<file path="config.mk">
export PLATFORM = sky130hd
export DESIGN_NAME = tinycordic_engine
export DESIGN_NICKNAME = d
export VERILOG_FILES = /design/src/rtl/tinycordic_pkg.sv /design/src/rtl/tinycordic_atan_rom.sv /design/src/rtl/tinycordic_engine.sv
export SDC_FILE = /design/constraint.sdc
export NUM_CORES = 1
export LEC_CHECK = 0
export CORE_MARGIN = 2
export CORE_UTILIZATION = 54
export DETAILED_ROUTE_END_ITERATION = 10
export PLACE_DENSITY = 0.82
export SYNTH_ARGS = -nofsm -noshare
export SYNTH_HDL_FRONTEND = slang
export SYNTH_SLANG_ARGS = --single-unit
</file>
<file path="constraint.sdc">
create_clock -name clk -period 4.88 [get_ports clk]
set_input_delay 0.732 -clock clk [delete_from_list [all_inputs] [get_ports clk]]
set_output_delay 0.732 -clock clk [all_outputs]
set_load 0.05 [all_outputs]
</file>
<file path="src/rtl/tinycordic_pkg.sv">
// Shared definitions for the tinycordic engine: FSM states, mode encoding and
// the arctangent table generator used to build the angle ROM.
package tinycordic_pkg;

  typedef enum logic [1:0] {
    ST_IDLE,
    ST_CALC,
    ST_DONE
  } state_t;

  localparam logic MODE_ROTATE = 1'b0;
  localparam logic MODE_VECTOR = 1'b1;

  // atan(2^-idx) with 2^31 representing 180 degrees, valid for idx 0..23
  function automatic logic [31:0] atan_ref(input int idx);
    case (idx)
      0:       return 32'h2000_0000;
      1:       return 32'h12E4_051E;
      2:       return 32'h09FB_385B;
      3:       return 32'h0511_11D4;
      4:       return 32'h028B_0D43;
      5:       return 32'h0145_D7E1;
      6:       return 32'h00A2_F61E;
      7:       return 32'h0051_7C55;
      8:       return 32'h0028_BE53;
      9:       return 32'h0014_5F2F;
      10:      return 32'h000A_2F98;
      11:      return 32'h0005_17CC;
      12:      return 32'h0002_8BE6;
      13:      return 32'h0001_45F3;
      14:      return 32'h0000_A2FA;
      15:      return 32'h0000_517D;
      16:      return 32'h0000_28BE;
      17:      return 32'h0000_145F;
      18:      return 32'h0000_0A30;
      19:      return 32'h0000_0518;
      20:      return 32'h0000_028C;
      21:      return 32'h0000_0146;
      22:      return 32'h0000_00A3;
      23:      return 32'h0000_0051;
      default: return 32'h0000_0000;
    endcase
  endfunction

  // Rescales the reference so that 2^(width-1) is 180 degrees, rounding to nearest
  function automatic int atan_entry(input int width, input int idx);
    logic [63:0] acc;
    int          shift;
    shift = 32 - width;
    acc   = {32'd0, atan_ref(idx)} + (64'd1 << (shift - 1));
    return int'(acc >> shift);
  endfunction

endpackage

</file>
<file path="src/rtl/tinycordic_atan_rom.sv">
// Constant table of micro-rotation angles, indexed by the iteration counter.
module tinycordic_atan_rom
  import tinycordic_pkg::*;
#(
  parameter int WIDTH = 12,
  parameter int ITERS = 10
) (
  input  logic [$clog2(ITERS)-1:0] i,
  output logic [WIDTH-1:0]         atan_i
);

  logic [WIDTH-1:0] rom [ITERS];

  for (genvar g = 0; g < ITERS; g++) begin : g_rom
    assign rom[g] = WIDTH'(atan_entry(WIDTH, g));
  end

  assign atan_i = rom[i];

endmodule

</file>
<file path="src/rtl/tinycordic_engine.sv">
// Iterative CORDIC engine: one micro-rotation per clock, rotation or vectoring
// mode, with valid/ready handshakes on both the operand and result sides.
module tinycordic_engine
  import tinycordic_pkg::*;
#(
  parameter int WIDTH = 12,
  parameter int ITERS = 10
) (
  input  logic                    clk,
  input  logic                    reset_n,
  input  logic                    in_valid,
  output logic                    in_ready,
  input  logic                    mode,
  input  logic signed [WIDTH-1:0] x_in,
  input  logic signed [WIDTH-1:0] y_in,
  input  logic signed [WIDTH-1:0] z_in,
  output logic                    out_valid,
  input  logic                    out_ready,
  output logic signed [WIDTH+1:0] x_out,
  output logic signed [WIDTH+1:0] y_out,
  output logic signed [WIDTH-1:0] z_out,
  output logic                    busy
);

  localparam int GW = WIDTH + 2;
  localparam int IW = $clog2(ITERS);
  localparam logic signed [WIDTH-1:0] QUARTER     = {2'b01, {(WIDTH-2){1'b0}}};
  localparam logic signed [WIDTH-1:0] NEG_QUARTER = -QUARTER;

  state_t                  state_q, state_d;
  logic                    armed_q;
  logic                    mode_q;
  logic [IW-1:0]           i_q;
  logic signed [GW-1:0]    x_q, y_q;
  logic signed [WIDTH-1:0] z_q;
  logic                    accept;

  logic signed [GW-1:0]    x_ext, y_ext, x_pre, y_pre;
  logic signed [WIDTH-1:0] z_pre;
  logic signed [GW-1:0]    x_sh, y_sh, x_nxt, y_nxt;
  logic signed [WIDTH-1:0] z_nxt;
  logic [WIDTH-1:0]        atan_i;
  logic                    dir_pos;

  tinycordic_atan_rom #(
    .WIDTH (WIDTH),
    .ITERS (ITERS)
  ) u_atan_rom (
    .i      (i_q),
    .atan_i (atan_i)
  );

  assign accept = in_valid && in_ready;

  // Quadrant pre-rotation brings the operand within +/-90 degrees of the x axis
  always_comb begin
    x_ext = GW'(x_in);
    y_ext = GW'(y_in);
    x_pre = x_ext;
    y_pre = y_ext;
    z_pre = z_in;
    if (mode == MODE_ROTATE) begin
      if (z_in > QUARTER) begin
        x_pre = -y_ext;
        y_pre = x_ext;
        z_pre = z_in - QUARTER;
      end else if (z_in < NEG_QUARTER) begin
        x_pre = y_ext;
        y_pre = -x_ext;
        z_pre = z_in + QUARTER;
      end
    end else if (mode == MODE_VECTOR && x_in[WIDTH-1]) begin
      if (!y_in[WIDTH-1]) begin
        x_pre = y_ext;
        y_pre = -x_ext;
        z_pre = z_in + QUARTER;
      end else begin
        x_pre = -y_ext;
        y_pre = x_ext;
        z_pre = z_in - QUARTER;
      end
    end
  end

  always_comb begin
    x_sh    = x_q >>> i_q;
    y_sh    = y_q >>> i_q;
    dir_pos = (mode_q == MODE_ROTATE) ? !z_q[WIDTH-1] : y_q[GW-1];
    if (dir_pos) begin
      x_nxt = x_q - y_sh;
      y_nxt = y_q + x_sh;
      z_nxt = z_q - $signed(atan_i);
    end else begin
      x_nxt = x_q + y_sh;
      y_nxt = y_q - x_sh;
      z_nxt = z_q + $signed(atan_i);
    end
  end

  // armed_q keeps in_ready low until the first edge after reset release
  always_ff @(posedge clk or negedge reset_n) begin
    if (!reset_n) begin
      state_q <= ST_IDLE;
      armed_q <= 1'b0;
    end else begin
      state_q <= state_d;
      armed_q <= 1'b1;
    end
  end

  always_comb begin
    state_d   = state_q;
    in_ready  = 1'b0;
    out_valid = 1'b0;
    busy      = 1'b1;
    case (state_q)
      ST_IDLE: begin
        busy     = 1'b0;
        in_ready = armed_q;
        if (in_valid && armed_q) state_d = ST_CALC;
      end
      ST_CALC: begin
        if (i_q == IW'(ITERS - 1)) state_d = ST_DONE;
      end
      ST_DONE: begin
        out_valid = 1'b1;
        if (out_ready) state_d = ST_IDLE;
      end
      default: state_d = ST_IDLE;
    endcase
  end

  always_ff @(posedge clk or negedge reset_n) begin
    if (!reset_n) begin
      x_q    <= '0;
      y_q    <= '0;
      z_q    <= '0;
      i_q    <= '0;
      mode_q <= MODE_ROTATE;
    end else begin
      case (state_q)
        ST_IDLE: begin
          if (accept) begin
            x_q    <= x_pre;
            y_q    <= y_pre;
            z_q    <= z_pre;
            i_q    <= '0;
            mode_q <= mode;
          end
        end
        ST_CALC: begin
          x_q <= x_nxt;
          y_q <= y_nxt;
          z_q <= z_nxt;
          i_q <= i_q + IW'(1);
        end
        default: ;
      endcase
    end
  end

  assign x_out = out_valid ? x_q : '0;
  assign y_out = out_valid ? y_q : '0;
  assign z_out = out_valid ? z_q : '0;

endmodule

</file>
==> results.md <==
- Max-cap viol count: 0
- Post-layout nets: about 1200
- Reg-to-reg endpoint: y_q[13]
- Data required, critical path: between 5000 and 6000 ps
- Antenna-violating nets left: 0
- Compound-cell area share of the yosys netlist: between 20% and 30%
- Total number of vias: roughly 8500
- Overflow after GRT: 0
- Clock transition at path regs: 70 ps
- Failing checks: setup timing
- WL/cell: 19.4 microns
- Multi-input logic area: slightly above 6000 sq um
- Multiplexer share of the synthesized area: between 10 and 15%
- Ratio of final minimum period to clock period: 101%
- Register area share after synthesis: between 10% and 20%
- CTS tree: built
- Top FF cell, synth: dfrtp_1
- Hold WC Path Type: input pin to asynchronous set/reset pin
- Diode count: 0
- Detailed Route Iter0 Violations: 858
- Status: finished, violations left
- H-tree levels: 2
- Rel. slew slack: between 20% and 30%
- Main combinational cell family by area after synthesis: compound AO/OA/AOI/OAI gates
- Vias in the first global route: 7887
- P&R area growth vs syn: 19.3%
- FF-to-FF path depth: 18
- Pin count of the biggest net entering global routing: 53
- Synth warnings: 0
- Setup WS pre-CTS: -68.9 ps
- Crit Path Class: flip-flop to flip-flop
- # setup viols final: 1
- Worst hold margin: ~540 ps
- Standard-cell row count: between 40 and 50
- XOR/XNOR share of the synthesized area: under 10%
- R2R Setup Slk: -50 ps
- Setup ws final: -53.7 ps
- EDFF count, synth: 0
- Crit path max fanout: 7
- Ys async rst share: 100%
- Post-synthesis simple-gate area fraction: between 20 and 25%
- Clk_skew: between 6 and 7 ps
- #FFs+latches synth: between 40 and 50
- Avg Vias per Cell: 6.49
- Commonest non-fill, non-tap cells in the layout: nor2_1, o21ai_0, clkdlybuf4s50_1
- Chip height: approximately 120 microns
- Root buf cell: clkbuf_16
- Final Wtd Congestion: around 1.0
- DR pass1 iterations: 7
- Initial Util: 55.9%
- Netlist Area Pre-Place: just under 8000 sq um
- RSZ-0062 raised after global routing: true
- Sequential cell area: between 1000 and 1500 sq um
- Worst Setup Start Kind: flip-flop
- Critical Path AT: roughly 5100 ps
- Top-area cell type share of the netlist area: ~15%
- Unique cell type count in the Yosys netlist: 68
- Worst Max-Slew Pin Slew: around 1100 ps
- Global-route wire length before repair: 40600 microns
- Drt total wl: 25400 microns
- Min Clock Period, post-route: about 4900 ps
- Pins Over Slew Limit: 0
- Ratio of cells with drive above 1 in the final layout: ~12%
- DIE AREA: between 15000 and 20000 sq um
- Die width: about 120 microns
- Total GRT Usage: 31.8%
- Syn nets: 1154
- Fillcell total: 1157
- Commonest non-fill, non-tap cell in the layout: nor2_1
- Boundary Pins: between 80 and 90
- Maximum buffer depth of the clock tree: 2
- Final Hold Fails: 0
- Post-synthesis cell count: ~1100
- Core Region: about 14000 sq um
- Area leader, netlist: dfrtp_1
- Dpl hpwl: 18600 microns
- FF-to-FF Start: i_q[1]
- # DRC: 0
- CP endpoint kind: flip-flop
- Maximum clock rate: just over 200 MHz
- Syn avg cell area: 7.41 sq um
- Synth Area in Adders: under 10%
- CTS Sinks: 48
- Worst-skew pair later-pin latency: approximately 310 ps
- Total CTS buffers: 5
- PortBufs: 83
- Initial antenna violation count: 1
- Synth area leaders: dfrtp_1, ha_1, o21ai_0, nor2_1, mux2i_1
## worst max path at each step
stage | to | from | depth (start not counted) | slack [ps]
2_1_floorplan | y_q[13] | i_q[1] | 21 | 0.2
3_3_place_gp | y_q[13] | i_q[1] | 19 | 40
3_5_place_dp | y_q[13] | i_q[1] | 19 | -70
4_1_cts | y_q[13] | i_q[0] | 19 | 10
5_1_grt | y_q[13] | i_q[0] | 20 | -220
6_report | y_q[13] | i_q[1] | 18 | -50
## what timing repair did
item                       4_1_cts  5_1_grt
setup endpoints to repair        1        6
setup buffers                    4        8
resized for setup                2       24
hold buffers                     0        0
pin swaps                        1       12
## state kept, by name, indices dropped and copies added, names as in the netlist
register  flops
z_q          12
x_q          14
state_q       2
y_q          14
i_q           4
armed_q       1
mode_q        1
## area by class of cell
type	count	area share, %
Clock buffer	7	1.64
Timing Repair Buffer	154	14.8
Sequential cell	48	12.9
Inverter	37	1.53
Multi-Input combinational cell	883	66.7
Tap cell	180	2.41
## metal layers
layer | GRT usage (%) | share of wire, % | vias up
met4 | 11.1 | 3.0 | 0
met5 | 0 | 0 | -
met1 | 43.5 | 42 | 4007
met2 | 50.7 | 46 | 406
li1 | - | - | 4017
met3 | 5.67 | 8.5 | 69
## synth_stat cells (4+ instances only)
cell type / count
o21a_1: 9
a21oi_1: 70
mux4_2: 16
o311ai_0: 4
nor2_1: 112
xnor2_1: 38
and2_1: 38
buf_1: 8
inv_1: 34
nand3_1: 30
or3_1: 13
a311oi_1: 4
o21bai_1: 6
buf_2: 7
or4_1: 4
nand4_1: 8
mux2_2: 8
nor4_1: 4
nand2b_1: 9
ha_1: 55
o21ai_0: 85
and3_1: 10
a21o_1: 14
nand2_1: 71
a211oi_1: 16
a31oi_1: 11
a22oi_1: 11
clkbuf_1: 67
o31ai_1: 10
o22ai_1: 17
xor2_1: 36
o211ai_1: 24
nor3b_1: 4
o221ai_1: 10
mux2i_1: 40
nor3_1: 35
dfrtp_1: 48
a2111oi_0: 4
nor2b_1: 14
## critical path: stages, from the launching register on
cell	delay [ps]
dfrtp_2	460
mux4_2	560
mux2_4	290
o21ai_2	150
or4b_4	510
or4_4	570
o21ai_2	150
xor2_1	150
a21oi_1	90
ha_1	310
and3_4	180
and3_4	180
nand3_2	80
and3_4	210
or3_4	360
xnor2_4	190
nor3_2	60
a211oi_2	180
o2111ai_2	120
## cell families (layout without fill, tap and decap cells)
family | Yosys count | count (layout)
compound gates | 328 | 328
xor+xnor | 74 | 74
fa+ha+maj | 58 | 58
buf+inv | 124 | 198
flops | 48 | 48
mux | 64 | 64
other cells | 1 | 1
simple gates | 358 | 358
## metrics by stage
| step | utilization [%] | std cells | instance area (sq um) | setup TNS [ps] |
|---|---|---|---|---|
| 2_1_floorplan | - | 1055 | 7820 | 0 |
| 4_1_cts | 65.6 | 1301 | 9180 | 0 |
| 3_5_place_dp | 64.2 | 1290 | 8990 | -68.9 |
| 6_report | 66.7 | 1309 | 9330 | -53.7 |
| 3_3_place_gp | 64.2 | 1290 | 8990 | 0 |
| 5_1_grt | 66.7 | 1309 | 9330 | -228 |
Power is not shown: default switching activity piles up to over one toggle a cycle in this logic, so the estimate is an artifact.
